[src/rtl/seq_fsm_param.sv]
// +-----------------------------------------------------------------------------+
// | seq_fsm_param: N-state up/down sequencer with wrap/saturate/bounce/one-shot |
// | Revision: 1.0 - initial release                                             |
// +-----------------------------------------------------------------------------+
`default_nettype none

module seq_fsm_param #(
  parameter int N_STATES = 4,
  parameter int COND_W   = 2,
  parameter bit EDGE     = 1'b0
) (
  input  logic                        clk,
  input  logic                        reset,
  input  logic [COND_W-1:0]           conditions,
  input  logic                        dir,
  input  logic [1:0]                  mode,
  input  logic                        load,
  input  logic [$clog2(N_STATES)-1:0] load_val,
  output logic [$clog2(N_STATES)-1:0] out,
  output logic                        wrap,
  output logic                        at_term,
  output logic                        stopped
);

  localparam int            SW   = $clog2(N_STATES);
  localparam logic [SW-1:0] LAST = SW'(N_STATES - 1);

  localparam logic [1:0] C_MODE_WRAP    = 2'b00;
  localparam logic [1:0] C_MODE_SAT     = 2'b01;
  localparam logic [1:0] C_MODE_BOUNCE  = 2'b10;
  localparam logic [1:0] C_MODE_ONESHOT = 2'b11;

  typedef enum logic {
    DIR_UP = 1'b0,
    DIR_DN = 1'b1
  } dir_e;

  logic [SW-1:0] out_q, out_d;
  logic          wrap_q, wrap_d;
  logic          stopped_q, stopped_d;
  logic          prev_any_q, prev_any_d;
  dir_e          bdir_q, bdir_d;

  logic          w_any;
  logic          w_adv;
  logic          w_eff_dn;
  logic          w_term;
  logic          w_halted;
  logic [SW-1:0] w_load_clamped;

  // Only non-power-of-two ranges can carry a load value past the last state.
  if (2**SW != N_STATES) begin : g_clamp
    assign w_load_clamped = (load_val > LAST) ? LAST : load_val;
  end else begin : g_noclamp
    assign w_load_clamped = load_val;
  end

  assign w_any    = |conditions;
  assign w_adv    = EDGE ? (w_any & ~prev_any_q) : w_any;
  assign w_eff_dn = (mode == C_MODE_BOUNCE) ? (bdir_q == DIR_DN) : dir;
  assign w_term   = w_eff_dn ? (out_q == '0) : (out_q == LAST);
  assign w_halted = stopped_q && (mode == C_MODE_ONESHOT);

  always_comb begin
    out_d      = out_q;
    wrap_d     = 1'b0;
    stopped_d  = w_halted;
    bdir_d     = bdir_q;
    prev_any_d = w_any;

    if (load) begin
      out_d     = w_load_clamped;
      stopped_d = 1'b0;
      bdir_d    = DIR_UP;
    end else if (w_adv && !w_halted) begin
      if (!w_term) begin
        out_d = w_eff_dn ? (out_q - SW'(1)) : (out_q + SW'(1));
      end else begin
        case (mode)
          C_MODE_WRAP: begin
            out_d  = w_eff_dn ? LAST : '0;
            wrap_d = 1'b1;
          end
          C_MODE_BOUNCE: begin
            // Reverse and take one step back so the terminal is not repeated.
            bdir_d = (bdir_q == DIR_UP) ? DIR_DN : DIR_UP;
            out_d  = w_eff_dn ? SW'(1) : (LAST - SW'(1));
            wrap_d = 1'b1;
          end
          C_MODE_ONESHOT: begin
            stopped_d = 1'b1;
          end
          default: begin
            out_d = out_q;
          end
        endcase
      end
    end
  end

  always_ff @(posedge clk or posedge reset) begin
    if (reset) begin
      out_q      <= '0;
      wrap_q     <= 1'b0;
      stopped_q  <= 1'b0;
      prev_any_q <= 1'b0;
      bdir_q     <= DIR_UP;
    end else begin
      out_q      <= out_d;
      wrap_q     <= wrap_d;
      stopped_q  <= stopped_d;
      prev_any_q <= prev_any_d;
      bdir_q     <= bdir_d;
    end
  end

  assign out     = out_q;
  assign wrap    = wrap_q;
  assign at_term = w_term;
  assign stopped = stopped_q;

endmodule

`default_nettype wire
[config.mk]
export PLATFORM = sky130hd
export DESIGN_NAME = seq_fsm_param
export DESIGN_NICKNAME = d
export VERILOG_FILES = /design/src/rtl/seq_fsm_param.sv
export SDC_FILE = /design/constraint.sdc
export NUM_CORES = 1
export LEC_CHECK = 0
export ABC_CLOCK_PERIOD_IN_PS = 1850
export BUFFER_PORTS_ARGS = -buffer_cell sky130_fd_sc_hd__buf_2
export CAP_MARGIN = 20
export CORE_AREA = 2 2 39 41
export CTS_CLUSTER_DIAMETER = 40
export DETAILED_ROUTE_END_ITERATION = 10
export DIE_AREA = 0 0 41 43
export GPL_TIMING_DRIVEN = 0
export PLACE_DENSITY = 0.66
export SLEW_MARGIN = 10
export SYNTH_ARGS = -nofsm -noshare
export SYNTH_HDL_FRONTEND = slang
export SYNTH_SLANG_ARGS = --single-unit
[constraint.sdc]
create_clock -name clk -period 1.85 [get_ports clk]
set_input_delay 0.37 -clock clk [delete_from_list [all_inputs] [get_ports clk]]
set_output_delay 0.37 -clock clk [all_outputs]
set_load 0.005 [all_outputs]
==> results of run 1 <==
sequential cells by signal, summed over array words and instances, names as in the netlist:
name / flops
wrap: 1
out: 2
bdir_q: 1
stopped: 1
how the worst max path moves through the flow:
stage                                  start  endpoint  slack [ps]  depth (start not counted)
after global placement               mode[0]   at_term         100                          6
after CTS                 out[0]$_DFFE_PP0P_   at_term          40                          6
after global routing      out[0]$_DFFE_PP0P_   at_term          30                          6
after floorplan                      mode[0]   at_term         290                          5
after detailed placement             mode[0]   at_term          60                          6
final                     out[0]$_DFFE_PP0P_   at_term         120                          6
layer usage:
metal | vias to the layer above | GRT usage (%) | routed length (um)
met5 | - | 0 | 0
met4 | 0 | 6.00 | 13
met3 | 2 | 6.28 | 67
met2 | 16 | 17.5 | 414
met1 | 186 | 17.9 | 419
li1 | 212 | - | -
cell usage after synthesis, drive strengths merged, types with 2 or more instances:
master  instances
buf             3
dfrtp           5
mux2i           3
nor3b           2
inv             4
xor2            2
a31oi           2
o21ai           4
nor2            4
a21oi           3
nand2           3
where the power goes:
| group | total [mW] | internal, mW | switching, mW |
|---|---|---|---|
| clock | 0.126 | 0.0815 | 0.0441 |
| combinational | 0.146 | 0.0729 | 0.0732 |
| sequential | 0.140 | 0.123 | 0.0173 |
| total | 0.412 | 0.277 | 0.135 |
cells by family (layout without fill, tap and decap cells):
kind of cell              Yosys count  in the layout  synth area share (%)
buffers and inverters               8             24                  9.41
DFF                                 5              5                  29.4
xor gates and xnor gates            2              2                  4.12
and+or+nand+nor                    16             16                  23.2
AOI/OAI and AO/OA                  15             15                  24.1
muxes                               4              4                  9.71
final cells by class:
| type | instances | share of cell area (%) |
|---|---|---|
| clock buffers | 4 | 4.88 |
| well taps | 16 | 3.72 |
| repair buffers | 12 | 11.6 |
| inverters | 4 | 2.79 |
| plain buffers | 4 | 4.65 |
| multi-input cells | 37 | 49.1 |
| flip-flops and latches | 5 | 23.3 |
critical path: stages, from the launching register on:
cell	delay [ps]
sky130_fd_sc_hd__dfrtp_1	360
sky130_fd_sc_hd__buf_2	180
sky130_fd_sc_hd__inv_1	150
sky130_fd_sc_hd__nor2_1	70
sky130_fd_sc_hd__mux2i_2	180
sky130_fd_sc_hd__inv_1	50
sky130_fd_sc_hd__buf_2	120
per-stage QoR:
step | std cells | hold slack (ps) | setup slack (ps) | power [mW] | area, sq um
after floorplan | 50 | 149 | 293 | 0.234 | 425
after global placement | 77 | 271 | 101 | 0.273 | 500
after detailed placement | 77 | 271 | 61.0 | 0.278 | 500
after CTS | 81 | 12.3 | 35.2 | 0.411 | 531
after global routing | 82 | 27.8 | 26.3 | 0.452 | 538
final | 82 | 10.1 | 119 | 0.412 | 538
repair_timing:
action	CTS	global route
resized for setup	1	0
setup endpoints to repair	1	1
setup buffers	0	1
==> impl_metrics.env, run 1 <==
export IMPL_htree_levels=1
export IMPL_placement_rows=14
export IMPL_synthesis_nets=60
export IMPL_post_synth_top_area_fraction_pct=29.4
export IMPL_place_gp_congestion=0.728
export IMPL_fillerInstances=150
export IMPL_cts_hold_repair_buffers=0
export IMPL_fmax_mhz=578
export IMPL_post_route_util_pct=38.9
export IMPL_synth_seq_area_share_pct=29.4
export IMPL_design_final_nets=77
export IMPL_multi_input_area_sq_um=264
export IMPL_rsz0062_at_grt="false"
export IMPL_most_common_layout_cells="13 x sky130_fd_sc_hd__buf_2, 5 x sky130_fd_sc_hd__dfrtp_1, 4 x sky130_fd_sc_hd__nor2_1, 4 x sky130_fd_sc_hd__inv_1"
export IMPL_finalSetupViolCount=0
export IMPL_cts_root_buffer_cell="sky130_fd_sc_hd__clkbuf_4"
export IMPL_max_vdd_ir_drop_mv=0.404
export IMPL_finClkSkew_ps=5.70
export IMPL_cts_root_to_sink_buffers=2
export IMPL_start_util_pct=30.7
export IMPL_die_area_sq_um=1760
export IMPL_regToRegStartpoint="out[0]$_DFFE_PP0P_"
export IMPL_status="finished clean"
export IMPL_postRouteWirelength_um=915
export IMPL_ios=15
export IMPL_synth_cells=50
export IMPL_worst_slew_pin_slew_ps=403
export IMPL_hold_path_class="in2async"
export IMPL_asyncSetResetFlopFracSynth_pct=100
export IMPL_syn_avg_cell_area_sq_um=8.51
export IMPL_final_setup_tns_ps=0
export IMPL_timing_critical_path_fanout_max=10
export IMPL_fraction_of_final_layout_cells_sized_beyond_drive_strength_1_pct=36.4
export IMPL_worst_setup_path_start_kind="register"
export IMPL_synth_cell_type_count=28
export IMPL_synth_seq_cells=5
export IMPL_detail_route_iter0_violations=9
export IMPL_post_route_minimum_period_ps=1730
export IMPL_crit_path_end_kind="output pin"
export IMPL_dr_total_vias=416
export IMPL_post_synth_main_area_contributors="sky130_fd_sc_hd__dfrtp_1 29%, sky130_fd_sc_hd__mux2i_1 7.1%, sky130_fd_sc_hd__xor2_1 4.1%, sky130_fd_sc_hd__o41ai_2 3.8%, sky130_fd_sc_hd__a21oi_1 3.5%"
export IMPL_gr_usage_all_layers_pct=13.3
export IMPL_critical_path_arrival_ps=1360
export IMPL_die_h_um=43
export IMPL_cts_sinks=5
export IMPL_yosys_warnings=0
export IMPL_reg2reg_end="stopped$_DFF_PP0_"
export IMPL_count_of_nets_left_with_antenna_violations_after_detail_routing=0
export IMPL_first_global_vias=404
export IMPL_power_density_nw_per_um2=765
export IMPL_reg2reg_slack_ps=520
export IMPL_synth_top_cell_by_area="sky130_fd_sc_hd__dfrtp_1"
export IMPL_design_core_area_sq_um=1380
export IMPL_die_width_um=41
export IMPL_hpwlAfterDp_um=703
export IMPL_cts_buffers_inserted=3
export IMPL_yosys_most_used_dff="sky130_fd_sc_hd__dfrtp_1"
export IMPL_synth_enable_flop_cells=0
export IMPL_area_growth_syn_to_layout_pct=26.5
export IMPL_timing_critical_path_required_ps=1480
export IMPL_grt_max_degree=11
export IMPL_criticalPathCategory="reg2out"
export IMPL_timing_reg2reg_worst_path_depth=6
export IMPL_grt_pass1_wl_um=1590
export IMPL_mostFrequentLayoutCell="sky130_fd_sc_hd__buf_2"
export IMPL_buffer_ports_inserted=11
export IMPL_grt_remaining_overflow=0
export IMPL_grt_antenna_before_repair=0
export IMPL_firstDrtPassIters=4
export IMPL_cap_viol_max_count=0
export IMPL_seqCellArea_sq_um=125
export IMPL_antennaDiodeCount=0
export IMPL_wire_per_inst_um=11.2
export IMPL_cts_clk_slew_worst_paths_ps=50
export IMPL_leakage_nw=0.269
export IMPL_post_drt_via_cell_ratio=5.07
export IMPL_finalHoldViolCount=0
export IMPL_drc=0
export IMPL_clock_latency_ps=240
export IMPL_timing_max_slew_rel_slack_pct=73.1
export IMPL_slew_violations=0
export IMPL_final_worst_path_cycle_share_pct=93.6
export IMPL_cts_tree="built"
export IMPL_mappedNetlistArea_sq_um=425
Power figures use the tool's default switching activity.
==> run 2: changes to the inputs <==
Settings changed: ABC_CLOCK_PERIOD_IN_PS 1850 to 1800.
Clock period 1.85 ns to 1.8 ns, I/O delays scaled along.
==> impl_metrics.env, run 2 (synthesis results as in run 1) <==
export IMPL_buffer_ports_inserted=11
export IMPL_htree_levels=1
export IMPL_cpPeakStageDelay_ps=430
export IMPL_largest_register_ff_count=2
export IMPL_crit_path_end_kind="output pin"
export IMPL_drc=0
export IMPL_p_total_mw=0.424
export IMPL_worst_setup_path_start_kind="register"
export IMPL_whs_ps=0.555
export IMPL_detail_route_iter0_violations=4
export IMPL_wire_per_inst_um=11.2
export IMPL_grt_antenna_before_repair=0
export IMPL_slew_violations=0
export IMPL_die_area_sq_um=1760
export IMPL_hpwlAfterDp_um=703
export IMPL_grt_remaining_overflow=0
export IMPL_hold_path_class="in2async"
export IMPL_cts_clk_slew_worst_paths_ps=50
export IMPL_finalHoldViolCount=0
export IMPL_leakage_nw=0.268
export IMPL_critical_path_arrival_ps=1350
export IMPL_place_gp_congestion=0.728
export IMPL_criticalPathCategory="reg2out"
export IMPL_grt_pass1_wl_um=1520
export IMPL_count_of_nets_left_with_antenna_violations_after_detail_routing=0
export IMPL_postRouteWirelength_um=920
export IMPL_area_growth_syn_to_layout_pct=26.5
export IMPL_first_global_vias=384
export IMPL_finalSetupViolCount=0
export IMPL_antennaDiodeCount=0
export IMPL_power_density_nw_per_um2=788
export IMPL_final_setup_tns_ps=0
export IMPL_die_h_um=43
export IMPL_dr_total_vias=415
export IMPL_crit_path_top_delay_cell="sky130_fd_sc_hd__dfrtp_1"
export IMPL_cts_hold_repair_buffers=0
export IMPL_firstDrtPassIters=4
export IMPL_timing_critical_path_fanout_max=5
export IMPL_design_core_area_sq_um=1380
export IMPL_mostFrequentLayoutCell="sky130_fd_sc_hd__buf_2"
export IMPL_cts_root_to_sink_buffers=2
export IMPL_cts_tree="built"
export IMPL_die_width_um=41
export IMPL_grt_max_degree=11
export IMPL_timing_critical_path_required_ps=1440
export IMPL_pre_cts_slack_ps=31.0
export IMPL_worst_slack_ps=93.8
export IMPL_placement_rows=14
export IMPL_post_route_minimum_period_ps=1710
export IMPL_cap_viol_max_count=0
export IMPL_fraction_of_final_layout_cells_sized_beyond_drive_strength_1_pct=37.9
export IMPL_seqCellArea_sq_um=125
export IMPL_cts_root_buffer_cell="sky130_fd_sc_hd__clkbuf_4"
export IMPL_final_worst_path_cycle_share_pct=94.8
export IMPL_gr_usage_all_layers_pct=12.8
export IMPL_critical_path_cell_chain="mux2i_1, mux2i_2, inv_1, buf_2"
export IMPL_timing_max_slew_rel_slack_pct=71.4
export IMPL_design_final_nets=77
export IMPL_cts_sinks=5
export IMPL_post_drt_via_cell_ratio=5.06
export IMPL_max_vdd_ir_drop_mv=0.416
export IMPL_multi_input_area_sq_um=264
export IMPL_start_util_pct=30.7
export IMPL_rsz0062_at_grt="false"
export IMPL_finClkSkew_ps=5.33
export IMPL_fillerInstances=151
export IMPL_cts_buffers_inserted=3
export IMPL_status="finished clean"
export IMPL_worst_slew_pin_slew_ps=427
export IMPL_fmax_mhz=586
export IMPL_clock_latency_ps=240
export IMPL_most_common_layout_cells="13 x sky130_fd_sc_hd__buf_2, 5 x sky130_fd_sc_hd__dfrtp_1, 4 x sky130_fd_sc_hd__nor2_1"
export IMPL_ios=15
[run 2: cell count changes in the layout (fill, tap and decap cells not counted)]
cell                    change
sky130_fd_sc_hd__inv_2      +1
sky130_fd_sc_hd__inv_1      -1
[run 2: where the power goes]
group / leakage, nW / switching [mW] / internal, mW / total [mW]
sequential: 0.0642 / 0.0181 / 0.126 / 0.144
clock: 0.0150 / 0.0451 / 0.0837 / 0.129
combinational: 0.188 / 0.0756 / 0.0752 / 0.151
total: 0.268 / 0.139 / 0.285 / 0.424
[run 2: metrics by stage]
step	util, %	area, sq um	cells
after detailed placement	36.2	500	77
after global placement	36.2	500	77
final	38.9	538	82
after floorplan	-	425	50
after global routing	38.9	538	82
after CTS	38.9	538	82
[run 2: area by class of cell]
cell class | count | share of cell area [%]
multi-input cells | 37 | 49.1
flip-flops and latches | 5 | 23.3
repair buffers | 12 | 11.6
clock buffers | 4 | 4.88
plain buffers | 4 | 4.65
well taps | 16 | 3.72
inverters | 4 | 2.79
[run 2: final timing paths]
path / start / end / slack, ps / cells past startpoint
worst max-delay path: bdir_q$_DFFE_PP0P_ / at_term / 90 / 4
worst min-delay path: reset / out[1]$_DFFE_PP0P_ / 0.6 / 2
worst max register to register: out[0]$_DFFE_PP0P_ / stopped$_DFF_PP0_ / 530 / 6
worst min register to register: stopped$_DFF_PP0_ / stopped$_DFF_PP0_ / 540 / 2
max in group asynchronous: reset / wrap$_DFF_PP0_ / 1630 / 2
min in group clk: mode[0] / wrap$_DFF_PP0_ / 320 / 2
[run 2: critical path: cells and delay by family (launching register included)]
| family | cells | cell delay, ps |
|---|---|---|
| flops | 1 | 430 |
| buf+inv | 2 | 170 |
| mux | 2 | 500 |
[run 2: per-layer routing]
metal  wire (um)  global-route usage (%)
met1         437                    18.0
met2         404                    15.9
met3          65                    6.28
met4          13                    6.00
met5           0                       0
[run 2: repair_timing]
| action | in CTS | in global routing |
|---|---|---|
| gates resized for setup | 1 | 1 |
| endpoints found under the setup margin | 1 | 1 |
| buffers inserted | 1 | 0 |
==> run 3: changes to the inputs <==
Settings changed: CORE_AREA 2 2 39 41 to 4 4 41 43, DIE_AREA 0 0 41 43 to 0 0 45 47, HOLD_SLACK_MARGIN set to 0.12.
==> impl_metrics.env, run 3 (synthesis results as in run 1) <==
export IMPL_status="finished clean"
export IMPL_post_route_minimum_period_ps=1700
export IMPL_cpPeakStageDelay_ps=430
export IMPL_clock_latency_ps=250
export IMPL_grt_pass1_wl_um=1810
export IMPL_dr_total_vias=450
export IMPL_die_area_sq_um=2120
export IMPL_timing_critical_path_fanout_max=5
export IMPL_mostFrequentLayoutCell="sky130_fd_sc_hd__buf_2"
export IMPL_critical_path_cell_chain="mux2i_1, mux2i_2, inv_1, buf_2"
export IMPL_area_growth_syn_to_layout_pct=28.5
export IMPL_crit_buf_inv=2
export IMPL_criticalPathCategory="reg2out"
export IMPL_die_h_um=47
export IMPL_cp_top_family="multiplexers"
export IMPL_fmax_mhz=587
export IMPL_crit_path_top_delay_cell="sky130_fd_sc_hd__dfrtp_1"
export IMPL_final_setup_tns_ps=0
export IMPL_postRouteWirelength_um=1070
export IMPL_cts_sinks=5
export IMPL_cts_root_to_sink_buffers=2
export IMPL_drc=0
export IMPL_leakage_nw=0.272
export IMPL_finalHoldViolCount=0
export IMPL_die_width_um=45
export IMPL_cts_buffers_inserted=3
export IMPL_power_density_nw_per_um2=794
export IMPL_count_of_nets_left_with_antenna_violations_after_detail_routing=0
export IMPL_dp_cells=76
export IMPL_worst_hold_startpoint="mode[0]"
export IMPL_post_drt_via_cell_ratio=5.49
export IMPL_area_post_placement_sq_um=499
export IMPL_regToRegStartpoint="out[0]$_DFFE_PP0P_"
export IMPL_timing_critical_path_required_ps=1440
export IMPL_stdcell_count=82
export IMPL_detail_route_iter0_violations=2
export IMPL_finClkSkew_ps=7.26
export IMPL_placement_rows=13
export IMPL_timing_max_slew_rel_slack_pct=73.9
export IMPL_grt_remaining_overflow=0
export IMPL_first_global_vias=430
export IMPL_rsz0062_at_grt="false"
export IMPL_crit_path_end_kind="output pin"
export IMPL_final_design_area_no_fill_sq_um=547
export IMPL_ios=15
export IMPL_hpwlAfterDp_um=716
export IMPL_htree_levels=1
export IMPL_gr_usage_all_layers_pct=12.0
export IMPL_buffer_ports_inserted=11
export IMPL_design_final_nets=78
export IMPL_cts_tree="built"
export IMPL_fraction_of_final_layout_cells_sized_beyond_drive_strength_1_pct=37.3
export IMPL_cap_viol_max_count=0
export IMPL_wire_per_inst_um=13.0
export IMPL_grt_antenna_before_repair=0
export IMPL_critical_path_arrival_ps=1340
export IMPL_cts_clk_slew_worst_paths_ps=50
export IMPL_worst_setup_path_start_kind="register"
export IMPL_largest_register_ff_count=2
export IMPL_grt_max_degree=11
export IMPL_slew_violations=0
export IMPL_startpoint="bdir_q$_DFFE_PP0P_"
export IMPL_most_common_layout_cells="13 x sky130_fd_sc_hd__buf_2, 5 x sky130_fd_sc_hd__dfrtp_1, 4 x sky130_fd_sc_hd__nor2_1"
export IMPL_design_core_area_sq_um=1300
export IMPL_finalSetupViolCount=0
export IMPL_worst_slew_pin_slew_ps=389
export IMPL_max_vdd_ir_drop_mv=0.477
export IMPL_antennaDiodeCount=0
export IMPL_start_util_pct=32.7
export IMPL_hold_path_class="in2reg"
export IMPL_final_worst_path_cycle_share_pct=94.6
export IMPL_cts_root_buffer_cell="sky130_fd_sc_hd__clkbuf_4"
export IMPL_firstDrtPassIters=5
export IMPL_place_gp_congestion=0.793
==> run 3: cell count changes in the layout (fill, tap and decap cells not counted) <==
cell,before,now
sky130_fd_sc_hd__dlygate4sd3_1,0,1
==> run 3: path summary, 6_finish.rpt <==
check                                endpoint  slack (ps)  cells past startpoint
setup reg to reg           out[1]$_DFFE_PP0P_         520                      5
hold / removal                 wrap$_DFF_PP0_         320                      2
setup / recovery                      at_term         100                      4
min in group asynchronous  out[1]$_DFFE_PP0P_         570                      3
hold reg to reg             stopped$_DFF_PP0_         530                      2
max in group asynchronous  out[0]$_DFFE_PP0P_        1040                      3
==> run 3: power breakdown <==
group,switching [mW],internal [mW],leakage [nW]
combinational,0.0806,0.0767,0.193
sequential,0.0173,0.126,0.0642
clock,0.0495,0.0840,0.0150
==> run 3: routing by layer <==
layer,GRT usage (%),up-vias,share of wire (%)
met3,5.36,4,8.6
li1,-,216,-
met1,12.8,209,42
met2,20.6,21,48
met4,5.26,0,2.0
met5,0,-,0
==> run 3: layout make-up <==
class,instances,area [sq um]
buffer,4,25.0
clock buffer,4,26.3
fill,147,754
inverter,4,15.0
multi-input combinational,37,264
sequential,5,125
tap,15,18.8
timing repair buffer,13,72.6
==> run 3: stage by stage <==
stage	setup slack (ps)	util, %	total power [mW]	hold WS (ps)
floorplan	263	-	0.241	139
global placement	53.6	38.4	0.283	257
detailed placement	43.0	38.4	0.286	264
CTS	4.62	41.4	0.431	319
global route	16.9	42.0	0.472	310
finish	96.3	42.0	0.434	322
==> run 3: timing repair <==
item,in CTS,in global routing
setup buffers,0,1
hold endpoints to repair,5,0
hold buffers,1,0
resized for setup,1,1
setup endpoints to repair,1,1
